--- src/rtl/sdram_dma_fetch_pkg.sv ---
// sdram_dma_pkg: shared types and constants for the SDRAM prefetch DMA.
// The fetch FSM states, wishbone cycle-type and byte-select encodings, and
// a helper that maps a request kind to its word count live here.
package sdram_dma_pkg;

  // Fetch engine states
  typedef enum logic [2:0] {
    IDLE  = 3'd0,
    ARB   = 3'd1,
    REQ   = 3'd2,
    BEAT2 = 3'd3,
    GAP   = 3'd4
  } dma_state_e;

  // Wishbone cycle type identifiers and byte lane select
  localparam logic [2:0] CTI_CLASSIC = 3'b000;
  localparam logic [2:0] CTI_INCR    = 3'b010;
  localparam logic [3:0] SEL_ALL     = 4'b1111;

  // Word pointer width (byte address bits [23:2])
  localparam int WORD_AW = 22;

  // Number of words moved by one request: two for a burst, one otherwise
  function automatic logic [1:0] words_of(input logic burst);
    if (burst) begin
      return 2'd2;
    end else begin
      return 2'd1;
    end
  endfunction

endpackage

--- src/rtl/sdram_dma_fetch_fifo.sv ---
// dma_fifo: synchronous FIFO, DEPTH x 32 bits, used as the prefetch buffer.
// Flush takes priority over push and pop in the same cycle. A pop while
// empty and a push while full are ignored. The head word is presented
// combinationally on pop_data.
module dma_fifo #(
  parameter int DEPTH = 16,
  parameter int AW    = 4
) (
  input  logic          clk,
  input  logic          rst,
  input  logic          push,
  input  logic [31:0]   push_data,
  input  logic          pop,
  input  logic          flush,
  output logic [31:0]   pop_data,
  output logic          empty,
  output logic          full,
  output logic [AW:0]   level
);

  localparam logic [AW:0]   DEPTH_L = (AW+1)'(DEPTH);
  localparam logic [AW:0]   LVL_ONE = {{AW{1'b0}}, 1'b1};
  localparam logic [AW-1:0] PTR_ONE = {{(AW-1){1'b0}}, 1'b1};

  logic [31:0]   mem_r [DEPTH];
  logic [AW-1:0] wr_ptr_r;
  logic [AW-1:0] rd_ptr_r;
  logic [AW:0]   level_r;
  logic          do_push_s;
  logic          do_pop_s;
  logic          full_s;
  logic          empty_s;

  // Qualify push/pop against the current occupancy
  always_comb begin
    full_s    = (level_r == DEPTH_L);
    empty_s   = (level_r == {(AW+1){1'b0}});
    do_push_s = push && !full_s;
    do_pop_s  = pop && !empty_s;
  end

  // Storage write port; contents need no reset since level gates visibility
  always_ff @(posedge clk) begin
    if (do_push_s) begin
      mem_r[wr_ptr_r] <= push_data;
    end
  end

  // Pointer and occupancy bookkeeping
  always_ff @(posedge clk) begin
    if (rst || flush) begin
      wr_ptr_r <= {AW{1'b0}};
      rd_ptr_r <= {AW{1'b0}};
      level_r  <= {(AW+1){1'b0}};
    end else begin
      if (do_push_s) begin
        wr_ptr_r <= wr_ptr_r + PTR_ONE;
      end
      if (do_pop_s) begin
        rd_ptr_r <= rd_ptr_r + PTR_ONE;
      end
      case ({do_push_s, do_pop_s})
        2'b10:   level_r <= level_r + LVL_ONE;
        2'b01:   level_r <= level_r - LVL_ONE;
        default: level_r <= level_r;
      endcase
    end
  end

  assign pop_data = mem_r[rd_ptr_r];
  assign empty    = empty_s;
  assign full     = full_s;
  assign level    = level_r;

endmodule

--- src/rtl/sdram_dma_fetch.sv ---
// sdram_dma_fetch: wishbone read master that prefetches a linear SDRAM
// region into a local FIFO for video/sound consumers. Issues 2-word
// incrementing bursts when the word pointer is even and enough words and
// FIFO credit remain, otherwise single classic reads.
// Optional macro DMA_CIRCULAR_EN: when defined, reaching the end pointer
// reloads the latched base and fetching continues until dma_abort.
module sdram_dma_fetch
  import sdram_dma_pkg::*;
#(
  parameter int FIFO_DEPTH = 16,
  parameter int FIFO_AW    = 4
) (
  input  logic               wb_clk,
  input  logic               wb_rst,
  input  logic               dma_start,
  input  logic               dma_abort,
  input  logic [23:0]        dma_base,
  input  logic [23:0]        dma_end,
  output logic               dma_busy,
  output logic               dma_done,
  input  logic               pop,
  output logic [31:0]        pop_data,
  output logic               empty,
  output logic [FIFO_AW:0]   level,
  output logic [23:0]        wb_adr,
  output logic [3:0]         wb_sel,
  output logic [2:0]         wb_cti,
  output logic               wb_stb,
  output logic               wb_cyc,
  output logic               wb_we,
  input  logic [31:0]        wb_dat_i,
  input  logic               wb_ack
);

  localparam logic [FIFO_AW+1:0] DEPTH_C = (FIFO_AW+2)'(FIFO_DEPTH);
  localparam logic [FIFO_AW+1:0] CRED_1  = (FIFO_AW+2)'(1);
  localparam logic [FIFO_AW+1:0] CRED_2  = (FIFO_AW+2)'(2);

  dma_state_e         state_r;
  logic [WORD_AW-1:0] ptr_r;
  logic [WORD_AW-1:0] end_r;
  logic               burst_r;
  logic               abort_pend_r;
  logic               busy_r;
  logic               done_r;
  logic               wb_stb_r;
  logic               wb_cyc_r;
  logic [23:0]        wb_adr_r;
  logic [2:0]         wb_cti_r;
`ifdef DMA_CIRCULAR_EN
  logic [WORD_AW-1:0] base_r;
`endif

  logic [WORD_AW-1:0] remaining_s;
  logic [1:0]         inflight_s;
  logic [FIFO_AW+1:0] credit_s;
  logic               can_burst_s;
  logic               can_single_s;
  logic               beat_ack_s;
  logic               final_ack_s;
  logic               aborting_s;
  logic               start_ok_s;
  logic               push_s;
  logic               flush_s;
  logic               fifo_full_s;
  logic               unused_s;

  // Low address bits are don't-care: every access is word aligned
  assign unused_s = ^{dma_base[1:0], dma_end[1:0]};

  // Credit, request choice and FIFO control derived from current state
  always_comb begin
    remaining_s = end_r - ptr_r;
    case (state_r)
      REQ:     inflight_s = burst_r ? 2'd2 : 2'd1;
      BEAT2:   inflight_s = 2'd1;
      default: inflight_s = 2'd0;
    endcase
    credit_s     = DEPTH_C - {1'b0, level} - {{FIFO_AW{1'b0}}, inflight_s};
    can_burst_s  = !ptr_r[0] && (remaining_s >= 22'd2) && (credit_s >= CRED_2);
    can_single_s = (credit_s >= CRED_1);
    beat_ack_s   = wb_ack && ((state_r == REQ) || (state_r == BEAT2));
    final_ack_s  = wb_ack && (((state_r == REQ) && !burst_r) || (state_r == BEAT2));
    aborting_s   = abort_pend_r || dma_abort;
    start_ok_s   = (state_r == IDLE) && dma_start && !dma_abort;
    push_s       = beat_ack_s && !aborting_s && !fifo_full_s;
    flush_s      = dma_abort || start_ok_s || (final_ack_s && aborting_s);
  end

  // Fetch FSM with registered bus and status outputs
  always_ff @(posedge wb_clk) begin
    if (wb_rst) begin
      state_r      <= IDLE;
      ptr_r        <= {WORD_AW{1'b0}};
      end_r        <= {WORD_AW{1'b0}};
      burst_r      <= 1'b0;
      abort_pend_r <= 1'b0;
      busy_r       <= 1'b0;
      done_r       <= 1'b0;
      wb_stb_r     <= 1'b0;
      wb_cyc_r     <= 1'b0;
      wb_adr_r     <= 24'h000000;
      wb_cti_r     <= CTI_CLASSIC;
`ifdef DMA_CIRCULAR_EN
      base_r       <= {WORD_AW{1'b0}};
`endif
    end else begin
      case (state_r)
        IDLE: begin
          if (dma_abort) begin
            done_r <= 1'b0;
          end else if (dma_start) begin
            ptr_r <= dma_base[23:2];
            end_r <= dma_end[23:2];
`ifdef DMA_CIRCULAR_EN
            base_r <= dma_base[23:2];
`endif
            if (dma_base[23:2] == dma_end[23:2]) begin
`ifdef DMA_CIRCULAR_EN
              done_r <= 1'b0;
`else
              done_r <= 1'b1;
`endif
            end else begin
              done_r  <= 1'b0;
              busy_r  <= 1'b1;
              state_r <= ARB;
            end
          end else begin
            state_r <= IDLE;
          end
        end

        ARB: begin
          if (dma_abort) begin
            done_r  <= 1'b0;
            busy_r  <= 1'b0;
            state_r <= IDLE;
          end else if (ptr_r == end_r) begin
`ifdef DMA_CIRCULAR_EN
            ptr_r   <= base_r;
`else
            done_r  <= 1'b1;
            busy_r  <= 1'b0;
            state_r <= IDLE;
`endif
          end else if (can_burst_s) begin
            wb_stb_r <= 1'b1;
            wb_cyc_r <= 1'b1;
            wb_adr_r <= {ptr_r, 2'b00};
            wb_cti_r <= CTI_INCR;
            burst_r  <= 1'b1;
            state_r  <= REQ;
          end else if (can_single_s) begin
            wb_stb_r <= 1'b1;
            wb_cyc_r <= 1'b1;
            wb_adr_r <= {ptr_r, 2'b00};
            wb_cti_r <= CTI_CLASSIC;
            burst_r  <= 1'b0;
            state_r  <= REQ;
          end else begin
            state_r <= ARB;
          end
        end

        REQ, BEAT2: begin
          // An abort cannot cut a bus cycle short; remember it until the end
          if (dma_abort) begin
            abort_pend_r <= 1'b1;
          end
          if (final_ack_s) begin
            wb_stb_r     <= 1'b0;
            wb_cyc_r     <= 1'b0;
            abort_pend_r <= 1'b0;
            if (aborting_s) begin
              done_r  <= 1'b0;
              busy_r  <= 1'b0;
              state_r <= IDLE;
            end else begin
              ptr_r   <= ptr_r + {{(WORD_AW-2){1'b0}}, words_of(burst_r)};
              state_r <= GAP;
            end
          end else if (wb_ack) begin
            state_r <= BEAT2;
          end else begin
            state_r <= state_r;
          end
        end

        GAP: begin
          if (dma_abort) begin
            done_r  <= 1'b0;
            busy_r  <= 1'b0;
            state_r <= IDLE;
          end else begin
            state_r <= ARB;
          end
        end

        default: begin
          wb_stb_r <= 1'b0;
          wb_cyc_r <= 1'b0;
          busy_r   <= 1'b0;
          state_r  <= IDLE;
        end
      endcase
    end
  end

  dma_fifo #(
    .DEPTH (FIFO_DEPTH),
    .AW    (FIFO_AW)
  ) u_fifo (
    .clk       (wb_clk),
    .rst       (wb_rst),
    .push      (push_s),
    .push_data (wb_dat_i),
    .pop       (pop),
    .flush     (flush_s),
    .pop_data  (pop_data),
    .empty     (empty),
    .full      (fifo_full_s),
    .level     (level)
  );

  assign dma_busy = busy_r;
  assign dma_done = done_r;
  assign wb_stb   = wb_stb_r;
  assign wb_cyc   = wb_cyc_r;
  assign wb_adr   = wb_adr_r;
  assign wb_cti   = wb_cti_r;
  assign wb_sel   = SEL_ALL;
  assign wb_we    = 1'b0;

endmodule
--- config.mk ---
export PLATFORM = sky130hd
export DESIGN_NAME = sdram_dma_fetch
export DESIGN_NICKNAME = d
export VERILOG_FILES = /design/src/rtl/sdram_dma_fetch_pkg.sv /design/src/rtl/sdram_dma_fetch_fifo.sv /design/src/rtl/sdram_dma_fetch.sv
export SDC_FILE = /design/constraint.sdc
export NUM_CORES = 1
export LEC_CHECK = 0
export BUFFER_PORTS_ARGS = -buffer_cell sky130_fd_sc_hd__clkbuf_2
export CORE_ASPECT_RATIO = 0.8
export CORE_MARGIN = 2
export CORE_UTILIZATION = 35
export CTS_BUF_LIST = sky130_fd_sc_hd__clkbuf_2
export CTS_CLUSTER_DIAMETER = 100
export DETAILED_ROUTE_END_ITERATION = 10
export PLACE_DENSITY = 0.54
export SYNTH_ARGS = -nofsm -noshare
export SYNTH_HDL_FRONTEND = slang
export SYNTH_SLANG_ARGS = --single-unit
export TNS_END_PERCENT = 100
--- constraint.sdc ---
create_clock -name wb_clk -period 8 [get_ports wb_clk]
set_input_delay 0.4 -clock wb_clk [delete_from_list [all_inputs] [get_ports wb_clk]]
set_output_delay 0.4 -clock wb_clk [all_outputs]
set_load 0.02 [all_outputs]
==> impl_metrics.toml <==
[run_status]
status = "completed"

[final_layout]
multiInputGateArea_um2 = 7580
final_layout_size_suffix_gt1_share_pct = 28.7
syn_to_final_growth_pct = 22.0
fin_nets = 2115
final-seq-area_um2 = 17200
post-route-util_pct = 43.4
nFillCells = 6317

[synthesis]
syn_area_um2 = 25200
synth_seq_area_share_pct = 68.2
synth_edf_count = 512
synthArstFlopShare_pct = 0
syn-instance-count = 1509
ys_seq_elements = 603
synth-main-ff-cell = "edfxtp_1"
syn_avg_cell_area_um2 = 16.7
yosys_warnings = 0
yosysUniqueCellTypes = 73

[floorplan]
fp.dieW_um = 304
die-area_um2 = 74200
coreArea_um2 = 70900
start_util_pct = 35.6
dieHeight_um = 244
num_rows = 87
boundaryPins = 160

[timing]
max_slew_margin_pct = 27.7
hold_viol_final = 0
fin_skew_ps = 83.4
min_period_over_period_pct = 59.1
rsz0062_at_grt = "false"
setup_viol = 0
layout_setup_ws_ps = 3280
holdWs_ps = 205
fin_crit_ps = 4720
fmax_mhz = 212
fin_tns_setup_ps = 0
tightest_slew_ps = 1080
slew_violations = 0

[worst_setup_path]
critical_path_class = "flop to output port"
worstPathMaxFanout = 71
endpoint_kind = "output port"
reg2reg_from = "ptr_r[0]$_SDFFE_PP0P_"
critPathArrivalTime_ps = 4320
setup.worst_path.end = "pop_data[24]"
rr_worst_depth = 12
r2r_end = "ptr_r[18]$_SDFFE_PP0P_"
r2r_slack_ps = 3760
critical_path_required_ps = 7600
startpoint_type = "flop"

[power_and_ir_drop]
power_density_nw_per_um2 = 198
leakage_nw = 10.5
peakVddDrop_v = 0.0000960

[place]
numPortBuffers = 146
dp_slack_ps = 4240
place_congestion = 0.832
place_hpwl_mm = 32.7

[cts]
clockRootBuffer = "clkbuf_2"
worstSkewPairLatency_ps = 1280
cts_resized = 0
h-tree-depth = 4
cts_tree = "built"
path_clk_slew_ps = 100
clock_sinks = 603
cts_buffers = 153
cts-hold-fix-buffers = 234
cts_buffer_depth = 3
post-cts-setup-buffers = 0

[grt]
grt_pass1_wl_mm = 95.9
grt_max_degree = 96
antenna_found_initial = 3
gr-total-overflow = 0
grt_pass1_vias = 16235
gr-usage-all-layers_pct = 17.2

[detailed_routing]
drtAntennaViolNets = 0
vias = 15443
wl_mm = 63.4
avgViaCountPerCell = 5.12
drc = 0
wire_per_inst_um = 21.0
dr.pass1.iters = 5
drtIter0Drc = 1087

[worst_hold_path]
min_path_type = "input port to flop"
hold_start = "wb_dat_i[2]"

[run]
cap_violations = 0
[state kept, by name, indices dropped and copies added, names as in the netlist, named ones only]
register         count
abort_pend_r         1
burst_r              1
dma_busy             1
dma_done             1
end_r               22
ptr_r               22
state_r              3
u_fifo.level         5
u_fifo.mem_r       512
u_fifo.rd_ptr_r      4
u_fifo.wr_ptr_r      4
wb_adr              22
wb_cyc               1
[critical path: stages, from the launching register on]
cell and delay, ps:
dfxtp_4 950, buf_4 950, mux4_2 440, mux4_2 540, clkbuf_2 190
[per-layer routing]
| layer | vias to the layer above | wire [µm] | GRT usage, % |
|---|---|---|---|
| li1 | 6957 | - | - |
| met5 | - | 27 | 0 |
| met4 | 4 | 1340 | 7.45 |
| met1 | 7877 | 27900 | 23.0 |
| met2 | 502 | 29900 | 27.1 |
| met3 | 103 | 4210 | 3.93 |
[where the power goes]
group          internal (mW)  leakage (nW)  switching (mW)  total (mW)
Clock                  0.820          1.02            1.25        2.07
Sequential              3.42          5.34          0.0260        3.45
Combinational          0.253          4.10           0.315       0.568
Total                   4.49          10.5            1.59        6.08
[cell families after synthesis]
logic type / count (synthesis) / synth area share [%]
and+or+nand+nor: 306 / 5.60
muxes: 189 / 15.5
adders and majority gates: 43 / 2.25
xor gates and xnor gates: 41 / 1.42
AOI/OAI and AO/OA: 189 / 4.77
buffers and inverters: 136 / 2.26
DFF: 603 / 68.2
other: 2 / 0.0298
[through the flow]
stage | instance area (µm²) | total power, mW | cells
6_report | 30800 | 6.08 | 3017
5_1_grt | 30800 | 6.39 | 3017
4_1_cts | 30800 | 6.17 | 3016
3_3_place_gp | 27100 | 3.96 | 2531
3_5_place_dp | 27100 | 3.97 | 2531
2_1_floorplan | 25200 | 3.82 | 1516
[cell usage after synthesis (4+ instances only)]
master	instances	area, µm²
mux4_2	160	3600
a21oi_1	77	385
a21o_1	10	75.1
a31oi_1	7	43.8
nand4_1	12	75.1
o31ai_1	9	67.6
o21ai_0	25	125
nor2b_1	7	43.8
nor3_1	24	120
xor2_1	31	272
a211oi_1	12	90.1
nor3b_1	4	30.0
nand2b_1	9	56.3
a22oi_1	8	60.1
dfxtp_1	91	1820
xnor2_1	10	87.6
inv_1	44	165
nor4_1	10	62.6
clkbuf_1	58	218
mux2i_1	28	280
nor2_1	105	394
ha_1	39	488
buf_1	13	48.8
fa_1	4	80.1
and3_1	5	31.3
buf_2	7	35.0
o22a_1	4	35.0
edfxtp_1	512	15400
nand3_1	12	60.1
nand2_1	96	360
buf_4	11	82.6
[cells in the final DEF (no fill, tap or decap), types with 5 or more instances in the layout]
| master | count |
|---|---|
| mux4_2 | 160 |
| inv_1 | 44 |
| nor3_2 | 5 |
| o31ai_1 | 9 |
| dlygate4sd3_1 | 234 |
| buf_4 | 24 |
| mux2i_1 | 28 |
| a21oi_1 | 77 |
| nor4_1 | 10 |
| nand4_1 | 12 |
| clkbuf_2 | 357 |
| o21ai_0 | 25 |
| and3_1 | 5 |
| xnor2_1 | 10 |
| nor3_1 | 20 |
| nand3_1 | 12 |
| ha_1 | 39 |
| a31oi_1 | 7 |
| xor2_1 | 31 |
| nand2_1 | 96 |
| nor2b_1 | 6 |
| nand2b_1 | 9 |
| conb_1 | 9 |
| dfxtp_1 | 87 |
| clkinv_2 | 6 |
| a211oi_1 | 12 |
| edfxtp_1 | 512 |
| nor2_1 | 93 |
| a21o_1 | 10 |
| clkinv_1 | 21 |
| nor2_4 | 12 |
| a22oi_1 | 8 |
[how the worst min path moves through the flow]
stage,cells after the start,slack (ps),endpoint
floorplan,2,440,end_r[0]$_SDFFE_PP0P_
global placement,2,450,end_r[16]$_SDFFE_PP0P_
detailed placement,2,450,end_r[0]$_SDFFE_PP0P_
CTS,2,10,u_fifo.mem_r[1][2]$_DFFE_PP_
global route,2,140,u_fifo.mem_r[1][2]$_DFFE_PP_
finish,2,200,u_fifo.mem_r[1][2]$_DFFE_PP_
[cell type report]
cell class,count,area share [%]
Multi-Input combinational cell,777,24.7
Timing Repair Buffer,405,10.6
Inverter,46,0.566
Clock buffer,211,3.43
Tap cell,934,3.80
Clock inverter,40,0.940
Sequential cell,603,56.0
Antenna cell,1,0.00814
Power figures use the tool's default switching activity.
